<file path="config.mk">
export PLATFORM = sky130hd
export DESIGN_NAME = i2s_tx_sequencer
export DESIGN_NICKNAME = d
export VERILOG_FILES = /design/src/rtl/i2s_tx_sequencer.sv
export SDC_FILE = /design/constraint.sdc
export NUM_CORES = 1
export LEC_CHECK = 0
export CAP_MARGIN = 15
export CORE_UTILIZATION = 57
export CTS_CLUSTER_SIZE = 14
export DETAILED_ROUTE_END_ITERATION = 10
export PLACE_DENSITY = 0.8
export SYNTH_ARGS = -nofsm -noshare
export SYNTH_HDL_FRONTEND = slang
export SYNTH_SLANG_ARGS = --single-unit
</file>
<file path="constraint.sdc">
create_clock -name clk -period 4.9 [get_ports clk]
set_input_delay 0.735 -clock clk [delete_from_list [all_inputs] [get_ports clk]]
set_output_delay 0.735 -clock clk [all_outputs]
set_load 0.005 [all_outputs]
</file>
<file path="src/rtl/i2s_tx_sequencer.sv">
// i2s_tx_sequencer
// Derives MCLK/SCLK/LRCK from the system clock and serialises one stereo
// sample pair per 64-bit I2S frame (32-bit slots, one-bit data delay).
// A single-entry holding register decouples the sample producer from frame
// timing; a frame that starts with the holding register empty sends zeros
// and pulses underrun.
// Optional build macro: I2S_TX_UNDERRUN_CNT_EN adds a saturating 16-bit
// underrun_cnt output.
module i2s_tx_sequencer #(
    parameter int DATA_W     = 24,
    parameter int MCLK_HALF  = 4,
    parameter int SCLK_RATIO = 4
) (
    input  logic              clk,
    input  logic              reset,
    input  logic              enable,
    input  logic [DATA_W-1:0] s_left,
    input  logic [DATA_W-1:0] s_right,
    input  logic              s_valid,
    output logic              s_ready,
    output logic              tx_mclk,
    output logic              tx_sclk,
    output logic              tx_lrck,
    output logic              tx_sdata,
    output logic              busy,
`ifdef I2S_TX_UNDERRUN_CNT_EN
    output logic [15:0]       underrun_cnt,
`endif
    output logic              underrun
);

    localparam int SPER = 2 * MCLK_HALF * SCLK_RATIO;
    localparam int SW   = (SPER > 1) ? $clog2(SPER) : 1;
    localparam int MW   = (MCLK_HALF > 1) ? $clog2(MCLK_HALF) : 1;

    localparam logic [SW-1:0] S_LAST = SW'(SPER - 1);
    localparam logic [SW-1:0] S_MID  = SW'(SPER / 2 - 1);
    localparam logic [MW-1:0] M_LAST = MW'(MCLK_HALF - 1);

    typedef enum logic {
        IDLE = 1'b0,
        RUN  = 1'b1
    } state_t;

    state_t state;
    state_t state_nxt;

    logic [MW-1:0] mcnt;
    logic [SW-1:0] scnt;
    logic          sfall;
    logic          shalf;

    logic [5:0]    bit_cnt;
    logic          frame_end;

    logic [DATA_W-1:0] hold_l;
    logic [DATA_W-1:0] hold_r;
    logic              hold_full;
    logic              handshake;

    logic [31:0]   pad_l;
    logic [31:0]   pad_r;
    logic [31:0]   slot_l;
    logic [31:0]   slot_r;

    logic [5:0]    bit_inc;
    logic [4:0]    slot_n;
    logic [4:0]    bit_idx;
    logic [31:0]   src;
    logic          load;
    logic          sclk_nxt;
    logic          lrck_nxt;
    logic          sdata_nxt;
    logic [5:0]    cnt_nxt;
    logic          busy_nxt;
    logic          underrun_nxt;

    assign sfall     = (scnt == S_LAST);
    assign shalf     = (scnt == S_MID);
    assign frame_end = (bit_cnt == 6'd63);
    assign hold_full = ~s_ready;
    assign handshake = s_valid & s_ready;

    // Samples are left-justified into a 32-bit slot so bit 31 is always the MSB
    assign pad_l = 32'(hold_l) << (32 - DATA_W);
    assign pad_r = 32'(hold_r) << (32 - DATA_W);

    // Free-running dividers: MCLK toggles every MCLK_HALF clocks, scnt spans one SCLK period
    always_ff @(posedge clk or posedge reset) begin
        if (reset) begin
            mcnt    <= '0;
            scnt    <= '0;
            tx_mclk <= 1'b0;
        end else begin
            if (mcnt == M_LAST) begin
                mcnt    <= '0;
                tx_mclk <= ~tx_mclk;
            end else begin
                mcnt <= mcnt + 1'b1;
            end
            if (scnt == S_LAST) begin
                scnt <= '0;
            end else begin
                scnt <= scnt + 1'b1;
            end
        end
    end

    // State register
    always_ff @(posedge clk or posedge reset) begin
        if (reset) begin
            state <= IDLE;
        end else begin
            state <= state_nxt;
        end
    end

    // Start on any SCLK falling tick while enabled; stop only at a frame boundary
    always_comb begin
        state_nxt = state;
        if (sfall) begin
            case (state)
                IDLE:    if (enable) state_nxt = RUN;
                RUN:     if (frame_end && !enable) state_nxt = IDLE;
                default: state_nxt = IDLE;
            endcase
        end
    end

    // Next values of the pin registers; the n=0 bit of a slot replays bit 0 of the previous slot
    always_comb begin
        bit_inc      = bit_cnt + 6'd1;
        slot_n       = bit_inc[4:0];
        bit_idx      = 5'd0 - slot_n;
        src          = bit_inc[5] ? slot_r : slot_l;
        if (slot_n == 5'd0) begin
            src = bit_inc[5] ? slot_l : slot_r;
        end
        load         = sfall && (state_nxt == RUN) && ((state == IDLE) || frame_end);
        sclk_nxt     = tx_sclk;
        lrck_nxt     = tx_lrck;
        sdata_nxt    = tx_sdata;
        cnt_nxt      = bit_cnt;
        busy_nxt     = (state_nxt == RUN);
        underrun_nxt = load && !hold_full;

        if (state_nxt == IDLE) begin
            sclk_nxt  = 1'b0;
            lrck_nxt  = 1'b0;
            sdata_nxt = 1'b0;
            cnt_nxt   = 6'd0;
        end else if (sfall) begin
            sclk_nxt = 1'b0;
            if (state == IDLE) begin
                lrck_nxt  = 1'b0;
                sdata_nxt = 1'b0;
                cnt_nxt   = 6'd0;
            end else begin
                lrck_nxt  = bit_inc[5];
                sdata_nxt = src[bit_idx];
                cnt_nxt   = bit_inc;
            end
        end else if (shalf) begin
            sclk_nxt = 1'b1;
        end
    end

    // Pin registers, frame bit counter and the per-frame slot words
    always_ff @(posedge clk or posedge reset) begin
        if (reset) begin
            tx_sclk  <= 1'b0;
            tx_lrck  <= 1'b0;
            tx_sdata <= 1'b0;
            bit_cnt  <= 6'd0;
            busy     <= 1'b0;
            underrun <= 1'b0;
            slot_l   <= '0;
            slot_r   <= '0;
        end else begin
            tx_sclk  <= sclk_nxt;
            tx_lrck  <= lrck_nxt;
            tx_sdata <= sdata_nxt;
            bit_cnt  <= cnt_nxt;
            busy     <= busy_nxt;
            underrun <= underrun_nxt;
            if (load) begin
                slot_l <= hold_full ? pad_l : 32'd0;
                slot_r <= hold_full ? pad_r : 32'd0;
            end
        end
    end

    // Holding register: a handshake fills it, a frame boundary drains it; a pair
    // captured on an underrunning boundary stays for the following frame
    always_ff @(posedge clk or posedge reset) begin
        if (reset) begin
            s_ready <= 1'b1;
            hold_l  <= '0;
            hold_r  <= '0;
        end else begin
            if (handshake) begin
                s_ready <= 1'b0;
                hold_l  <= s_left;
                hold_r  <= s_right;
            end else if (load && hold_full) begin
                s_ready <= 1'b1;
            end
        end
    end

`ifdef I2S_TX_UNDERRUN_CNT_EN
    // Saturating tally of underrun pulses, cleared only by reset
    always_ff @(posedge clk or posedge reset) begin
        if (reset) begin
            underrun_cnt <= 16'd0;
        end else if (underrun_nxt && (underrun_cnt != 16'hFFFF)) begin
            underrun_cnt <= underrun_cnt + 16'd1;
        end
    end
`endif

endmodule

</file>
-- After elaboration in Yosys (flattened, before gate mapping)
Index checks and enable logic that the tools add are counted.
- register bits after elaboration: 132
- logic and storage cells: 65
- add/sub/neg operators: 4
- magnitude comparators: 1
- eq/ne operators: 6
- multiplexer cells: 27
- bitwise gates (word level): 4
- reduce and logical (&&, ||, !) cells: 9
- operator list (kind ; number):
    $mux 32 ; 5
    $mux 6 ; 3
    $mux 1 ; 15
    $add 6x1->6 const B ; 1
    $eq 6x6->1 const B ; 1
    $lt 5x6->1 const B ; 1
    $add 5x1->5 const B ; 1
    $bmux 1 s5 ; 1
    $eq 5x4->1 const B ; 1
    $eq 5x5->1 const B ; 1
    $logic_and 1x1->1 ; 5
    $logic_not 5->1 ; 1
    $mux 5 ; 1
    $sub 1x5->5 const A ; 1
    $ne 3x3->1 const B ; 1
    $not 1->1 ; 3
    $add 2x1->2 const B ; 1
    $eq 2x2->1 const B ; 1
    $mux 2 ; 1
    $ne 2x2->1 const B ; 1
    $pmux 1 s2 ; 1
    $reduce_bool 2->1 ; 1
    $and 1x1->1 ; 1
    $logic_not 1->1 ; 1
    $logic_or 1x1->1 ; 1

-- Logic depth before layout (Yosys ltp)
Gate-level depths: netlist of the first run.
- word-level depth: 10
- depth in mapped cells: 13

-- Worst setup path before layout of the first run
OpenSTA, ideal clock, no wires.
- kind: reg-to-reg
- from: reg bit_cnt[1]
- to: reg tx_sdata
- arrival time: 2478 ps
- slack: 2328 ps
- stages on the path, launching flop included: 13
- cell sequence: dfrtp_1 ha_1 nand3_1 xor2_1 ha_1 buf_4 xnor2_4 buf_6 o22ai_1 and3_4 a2111oi_4 a32oi_1 a221oi_2
- cells in the longest elaborated chain, start to end: 8
- ends and longest elaborated chain (what ; line ; text):
    from (decl) ; 53 ; logic [5:0] bit_cnt;
    from (signal assigned) ; 183 ; bit_cnt <= cnt_nxt;
    parallel branches: the longest is 8 deep, another holds $add 6x1->6 ; -- ;
    to (signal assigned) ; 182 ; tx_sdata <= sdata_nxt;
    to (decl) ; 24 ; output logic tx_sdata,
Several ways; the timed one is not identified. The select of a mux whose other input is x is not followed.
A chain may end at the register's enable or synchronous reset.

-- Worst setup path in the final report of the first run
- from: reg bit_cnt[0]
- to: reg tx_sdata
Same word-level chain as after synthesis.

==> out/results.txt, run 1 <==
Main synth FF type = dfrtp_1
Gpl congestion = 0.878
Setup tns final = 0 ns
Synthesized flop and latch total = 115
Post-Route Skew = 0.00602 ns
CP Data Arrival Time = 4.12 ns
Min Tclk post-route = 3.70 ns
Htree depth = 4
Pins Over Slew Limit = 0
Commonest non-fill, non-tap cell in the layout = nand2_1
Hold buffer count at cts = 0
Mean Syn Cell Area = 10.2 µm²
Routed WL = 13,100 µm
CTS tree = done
Die width = 100 µm
Fraction of layout cells with a size suffix above 1 = 16.8%
Leakage Power = 0.00295 µW
Post_cts resized = 0
Final worst path period share = 75.4%
Setup Buffers After CTS = 0
ANT cells = 0
Worst slew pin tran = 0.908 ns
DR vias = 4,134
Max Root-Sink Buffers = 2
Ys async rst share = 100%
Max_cap viols = 0
Largest net degree at the start of global routing = 99
IO Pins = 59
Total congestion overflow = 0
CP Class = reg2reg
Synth Warn # = 0
Crit start category = flip-flop
CTS Buf Count = 17
First-pass GRT wire length = 21,300 µm
Reg2Reg Launch Point = bit_cnt[0]$_DFFE_PP0N_
Via-to-Cell Ratio = 5.70
Post-DP HPWL = 8930 µm
Initial antenna violation count = 0
Hold Worst Slack = 0.432 ns
Critical Path RT = 5.32 ns
Number of enable flip-flop cells after synthesis = 0
GR Util All Layers = 28.3%
Die Ht = 100 µm
Drt first-iter violations = 219
Post-layout util = 71.9%
Final non-filler cell total = 725
Core Region = 9280 µm²
Commonest cells after routing, fill and taps aside = nand2_1, dfrtp_1, clkdlybuf4s50_1
Cell Area, Synth = 5510 µm²
Starting Density = 59.3%
Post-synthesis cell type count = 59
Hold path start = mcnt[0]$_DFF_PP0_
Crit-path max FO = 23
Register area share after synthesis = 52.3%
Synth Instances = 538
Die Footprint = 10,100 µm²
Clock Tree Root = clkbuf_8
Area grow syn2layout = 21.2%
Number of hold violations in the final report = 0
Flop-to-flop setup slack = 1.20 ns
1st-pass router iterations = 5
DRC viols = 0
# rows = 35
Vias in the first global route = 4,124
Avg WL per Cell = 18.1 µm
Clk pin slew, worst setup/hold paths = 0.06 ns
Clock Sinks = 115
VDD IR max = 0.000413 V
Hold crit path type = reg2reg
Clk Latency, worst-skew pair = 0.52 ns
Syn Nets = 596
Final count of negative-setup-slack endpoints = 0
Power density of the placed cells = 462 nW/µm²
RSZ-0062 raised after global routing = false
DP Cell Count = 693
Status = finished, final reports clean
# nets final = 642
Detail Route Antenna Nets = 0
CP endpoint kind = flip-flop
Worst slew margin = 39.2%
Buffers added on ports = 58
Achievable Freq = 0.271 GHz
Crit path launch = bit_cnt[0]$_DFFE_PP0N_
==> logic make-up after synthesis <==
group,after synthesis,share of synthesized area [%]
AND/OR/NAND/NOR,191,14.9
adder cells (fa/ha/maj),6,1.36
AO/OA/AOI/OAI,110,12.7
buffers and inverters,44,4.20
multiplexers,62,12.4
XOR/XNOR,10,2.27
flip-flops,115,52.3
==> per-layer routing <==
layer	vias up	track usage [%]	wire length, µm
li1	1971	-	-
met1	2021	36.4	5840
met2	112	47.3	6480
met3	30	5.15	465
met4	0	11.8	327
met5	-	0	0
==> worst paths after layout <==
check / cells after the start / end
setup reg to reg: 12 / tx_sdata$_DFFE_PP0N_
max in group asynchronous: 3 / s_ready$_DFFE_PP1P_
hold / removal: 1 / mcnt[0]$_DFF_PP0_
hold reg to reg: 1 / mcnt[0]$_DFF_PP0_
setup / recovery: 12 / tx_sdata$_DFFE_PP0N_
min in group asynchronous: 2 / hold_r[6]$_DFFE_PP0P_
==> flip-flops by register name, summed over array words and instances (netlist names) <==
signal    flops
bit_cnt       5
underrun      1
slot_r       24
slot_l       24
hold_l       24
tx_mclk       1
mcnt          2
s_ready       1
scnt          5
busy          1
hold_r       24
tx_sdata      1
tx_lrck       1
tx_sclk       1
==> critical path: stages (launching register included) <==
cell and delay [ns]:
dfrtp_1 0.32, buf_4 0.25, ha_1 0.31, nand3_1 0.12, xor2_1 0.22, ha_1 0.78, xor2_4 0.29, o21ai_2 0.20
and2_1 0.29, a221oi_1 0.12, a311oi_1 0.26, a32oi_1 0.17, a221oi_2 0.26
==> stage by stage <==
stage / power, µW / worst slack, ns / instance area (µm²)
final: 3090 / 1.20 / 6680
after global routing: 3250 / 0.860 / 6680
after detailed placement: 1940 / 1.26 / 6090
after global placement: 1900 / 1.41 / 6090
after CTS: 3110 / 1.23 / 6650
after floorplan: 1730 / 1.12 / 5510
==> area by class of cell <==
class | instances | area, µm²
fillers | 678 | 2610
well taps | 129 | 161
multi-input cells | 379 | 2400
repair buffers | 64 | 646
inverters | 7 | 28.8
clock inverters | 14 | 143
clock buffers | 17 | 414
flip-flops and latches | 115 | 2880
==> synthesized netlist by cell type (3+ instances only) <==
library cell  number  area (µm²)
o22ai_1            7        43.8
xor2_1             4        35.0
clkbuf_1          19        71.3
nor3_1             5        25.0
nand4_1            3        18.8
ha_1               6        75.1
dfrtp_1          114        2850
a22oi_1            3        22.5
xnor2_1            4        35.0
and2_1             3        18.8
and3_1             3        18.8
o21ai_0           56         280
a221oi_1           3        26.3
nand2_1          131         492
a21oi_1            8        40.0
nor2_1            19        71.3
inv_1              6        22.5
buf_2              8        40.0
nor2b_1            4        25.0
mux2_2            48         541
buf_6              7        78.8
nand3_1            9        45.0
o31ai_1            4        30.0
mux2i_1           14         140
a31oi_1            4        25.0
==> report_power, final <==
group | leakage [µW] | switching [µW] | internal [µW] | total, µW
logic | 0.00125 | 223 | 288 | 511
clock network | 0.000265 | 471 | 684 | 1150
registers | 0.00143 | 192 | 1230 | 1420
total | 0.00295 | 886 | 2200 | 3090
Power figures use the tool's default switching activity.
==> run 2: changes to the inputs <==
Clock period 4.9 ns to 3.61 ns, I/O delays scaled along.
==> out/results.txt, run 2 (synthesis gave the netlist of run 1 again) <==
Status = finished, final reports clean
Seq pwr share = 45.2%
# rows = 35
Final count of negative-setup-slack endpoints = 0
Clock Sinks = 115
CTS tree = done
Hold buffer count at cts = 0
Detail Route Antenna Nets = 0
Sw frac = 27.9%
Largest net degree at the start of global routing = 99
WHS Path Cells = 1
VDD IR max = 0.000538 V
Pins Over Slew Limit = 0
Achievable Freq = 0.315 GHz
Number of hold violations in the final report = 0
Max Root-Sink Buffers = 2
GR Util All Layers = 29.4%
Gpl congestion = 0.865
Crit-path max FO = 12
CP peak stage delay = 0.46 ns
Fill count = 663
Drt first-iter violations = 259
Commonest non-fill, non-tap cell in the layout = nand2_1
Final non-filler cell total = 731
Setup tns final = 0 ns
Crit path cell chain = ha_1 > nand3_1 > xor2_1 > ha_2 > xor2_4 > o21ai_2 > and2_1 > mux2i_1 > a22oi_1 > a21oi_1 > a221oi_2
Die Footprint = 10,100 µm²
Hold crit path type = reg2reg
DRC viols = 0
Switch Pwr = 1190 µW
Leakage Power = 0.00298 µW
First-pass GRT wire length = 21,800 µm
IO Pins = 59
ANT cells = 0
CP max stage cell = dfrtp_1
Reg2Reg Launch Point = bit_cnt[1]$_DFFE_PP0N_
Clock Tree Root = clkbuf_8
Via-to-Cell Ratio = 5.71
CP Class = reg2reg
Commonest cells after routing, fill and taps aside = nand2_1, dfrtp_1, clkdlybuf4s50_1
Core Region = 9280 µm²
1st-pass router iterations = 5
Hold Path Sink = mcnt[0]$_DFF_PP0_
Worst slew pin tran = 1.07 ns
CP endpoint kind = flip-flop
CP Data Arrival Time = 3.61 ns
Flop-to-flop setup slack = 0.43 ns
Min Tclk post-route = 3.18 ns
Post_cts resized = 0
Routed WL = 13,400 µm
Clk pin slew, worst setup/hold paths = 0.06 ns
Critical Path RT = 4.04 ns
Internal power = 3070 µW
Hold path start = mcnt[0]$_DFF_PP0_
Initial antenna violation count = 0
Total congestion overflow = 0
Vias in the first global route = 4,209
Die Ht = 100 µm
Post-DP HPWL = 9220 µm
Clk Latency, worst-skew pair = 0.53 ns
Worst slew margin = 28.9%
# nets final = 647
Comb pwr share = 16.4%
Post-layout util = 72.5%
CTS Buf Count = 17
Fraction of layout cells with a size suffix above 1 = 17.6%
Clk network pwr share = 38.4%
Die width = 100 µm
Crit start category = flip-flop
Setup Buffers After CTS = 0
DP Cell Count = 699
Buffers added on ports = 58
Starting Density = 59.3%
Htree depth = 4
Area grow syn2layout = 22.2%
RSZ-0062 raised after global routing = false
DR vias = 4,172
Avg WL per Cell = 18.3 µm
RR Endpoint = tx_sdata$_DFFE_PP0N_
Final worst path period share = 88.0%
Worst R2R Path Depth = 11
Max_cap viols = 0
Post-Route Skew = 0.0106 ns
Power density of the placed cells = 632 nW/µm²
run 2: routing by layer:
layer / track usage [%] / routed length (µm)
met1: 37.3 / 5830
met2: 47.8 / 6570
met3: 7.66 / 622
met4: 12.7 / 385
met5: 0 / 0
run 2: through the flow:
stage	worst slack, ns	hold WS (ns)	total power [µW]	area [µm²]
finish	0.432	0.435	4260	6730
global route	0.0630	0.455	4480	6730
CTS	0.295	0.435	4290	6730
detailed placement	0.342	0.421	2630	6150
global placement	0.511	0.414	2570	6150
floorplan	0.0261	0.403	2350	5510
run 2: power by group through the flow:
stage | Clock (µW) | Sequential, µW | Combinational (µW)
5_1_grt | 1720 | 1960 | 795
3_5_place_dp | 0 | 1930 | 695
6_report | 1630 | 1920 | 698
4_1_cts | 1660 | 1920 | 708
2_1_floorplan | 0 | 1830 | 521
3_3_place_gp | 0 | 1920 | 652
run 2: worst max path at each step:
| stage | start | to |
|---|---|---|
| after floorplan | reset | bit_cnt[0]$_DFFE_PP0N_ |
| after global placement | bit_cnt[1]$_DFFE_PP0N_ | tx_sdata$_DFFE_PP0N_ |
| after detailed placement | bit_cnt[1]$_DFFE_PP0N_ | tx_sdata$_DFFE_PP0N_ |
| after CTS | bit_cnt[1]$_DFFE_PP0N_ | tx_sdata$_DFFE_PP0N_ |
| after global routing | bit_cnt[1]$_DFFE_PP0N_ | tx_sdata$_DFFE_PP0N_ |
| final | bit_cnt[1]$_DFFE_PP0N_ | tx_sdata$_DFFE_PP0N_ |
run 2: critical path, delay by kind of cell (launching register included):
kind	cells	cell delay (ns)
AOI/OAI and AO/OA	4	0.77
xor gates and xnor gates	2	0.59
adders and majority gates	2	0.74
DFF	1	0.46
muxes	1	0.14
and+or+nand+nor	2	0.39
run 2: cell type report:
cell class                 count  area (µm²)  share of cell area (%)
multi-input combinational    379        2410                    35.8
clock inverter                13         149                    2.21
sequential                   115        2880                    42.8
timing repair buffer          69         676                    10.0
clock buffer                  19         432                    6.41
inverter                       7        28.8                   0.427
tap                          129         161                    2.40
==> run 3: changes to the inputs <==
Settings changed: MAX_ROUTING_LAYER set to met4.
==> out/results.txt, run 3 (synthesis gave the netlist of run 1 again) <==
Status = finished, final reports clean
Crit path max-delay family = compound AO/OA/AOI/OAI gates
RSZ-0062 raised after global routing = false
Avg WL per Cell = 18.5 µm
Post-DP HPWL = 9470 µm
Buffers added on ports = 58
Detail Route Antenna Nets = 0
Setup tns final = 0 ns
Routed WL = 13,500 µm
DR vias = 4,220
Crit start category = flip-flop
# rows = 35
Final worst path period share = 91.6%
VDD IR max = 0.000505 V
Worst slew pin tran = 0.881 ns
Largest net degree at the start of global routing = 66
Vias in the first global route = 4,225
Critical Path RT = 4.01 ns
Die Footprint = 10,100 µm²
Final non-filler cell total = 730
Gpl congestion = 0.895
Worst path buffer plus inverter count = 0
Hold Worst Slack = 0.429 ns
CP Class = reg2reg
DP Cell Count = 698
Max_cap viols = 0
Post-Route Skew = 0.00905 ns
Clk pin slew, worst setup/hold paths = 0.06 ns
Die Ht = 100 µm
Fraction of layout cells with a size suffix above 1 = 17.5%
Commonest cells after routing, fill and taps aside = nand2_1, dfrtp_1, clkdlybuf4s50_1
# nets final = 646
Achievable Freq = 0.303 GHz
Setup Buffers After CTS = 0
Crit-path max FO = 12
Power density of the placed cells = 639 nW/µm²
Most used cell along the critical path = ha_1
Worst R2R Path Depth = 11
1st-pass router iterations = 5
Via-to-Cell Ratio = 5.78
First-pass GRT wire length = 22,200 µm
CTS Buf Count = 17
Htree depth = 4
GR Util All Layers = 30.7%
Total power = 4310 µW
Max Root-Sink Buffers = 2
Leakage Power = 0.00299 µW
IO Pins = 59
Clock Sinks = 115
Fill count = 655
CP endpoint kind = flip-flop
Initial antenna violation count = 0
Final count of negative-setup-slack endpoints = 0
Hold crit path type = reg2reg
CP max stage cell = ha_1
Total congestion overflow = 0
WHS Path Cells = 1
Clk Latency, worst-skew pair = 0.52 ns
Starting Density = 59.3%
Core Region = 9280 µm²
DRC viols = 0
CP peak stage delay = 0.53 ns
Area grow syn2layout = 22.3%
Commonest non-fill, non-tap cell in the layout = nand2_1
Drt first-iter violations = 161
Worst slew margin = 41.0%
Clock Tree Root = clkbuf_8
CP Data Arrival Time = 3.70 ns
CTS tree = done
Post_cts resized = 0
Min Tclk post-route = 3.31 ns
ANT cells = 0
Die width = 100 µm
Hold buffer count at cts = 0
Pins Over Slew Limit = 0
Critical path depth = 11
Crit path cell chain = ha_1 > nand3_1 > xor2_1 > ha_1 > xor2_4 > o21ai_2 > and2_1 > a221oi_1 > a311oi_1 > a32oi_1 > a221oi_2
Number of hold violations in the final report = 0
[run 3: changes by cell type in the layout (fill, tap and decap cells not counted), sizes merged]
cell,delta
clkbuf,-1
inv,+3
clkinvlp,-2
buf,-1
[run 3: metrics by stage]
stage	area, µm²	util, %	setup slack [ns]
floorplan	5510	-	0.0261
global placement	6140	66.2	0.529
detailed placement	6140	66.2	0.380
CTS	6740	72.6	0.353
global route	6740	72.6	0.0536
finish	6740	72.6	0.304
[run 3: per-layer routing]
metal	routed length, µm	GRT usage (%)	vias up
met4	365	11.7	0
met3	479	6.75	29
met2	6760	50.2	121
met1	5920	37.5	2097
li1	-	-	1973
met5	0	-	-
[run 3: power by group]
part | total (µW) | internal [µW] | switching [µW] | leakage [µW]
registers | 1930 | 1670 | 263 | 0.00143
clock network | 1680 | 1020 | 654 | 0.000293
logic | 699 | 390 | 309 | 0.00127
[run 3: worst paths after layout]
path	startpoint	endpoint	slack (ns)
worst min register to register	mcnt[0]$_DFF_PP0_	mcnt[0]$_DFF_PP0_	0.43
worst max-delay path	bit_cnt[1]$_DFFE_PP0N_	tx_sdata$_DFFE_PP0N_	0.30
worst max register to register	bit_cnt[1]$_DFFE_PP0N_	tx_sdata$_DFFE_PP0N_	0.30
max in group asynchronous	reset	s_ready$_DFFE_PP1P_	2.33
worst min-delay path	mcnt[0]$_DFF_PP0_	mcnt[0]$_DFF_PP0_	0.43
min in group asynchronous	reset	slot_r[23]$_DFFE_PP0P_	0.48
[run 3: area by class of cell]
type | count | area, µm² | share of cell area [%]
inverter | 7 | 28.8 | 0.427
clock inverter | 14 | 168 | 2.49
multi-input combinational | 379 | 2400 | 35.7
tap | 129 | 161 | 2.40
sequential | 115 | 2880 | 42.7
clock buffer | 18 | 428 | 6.35
timing repair buffer | 68 | 668 | 9.92
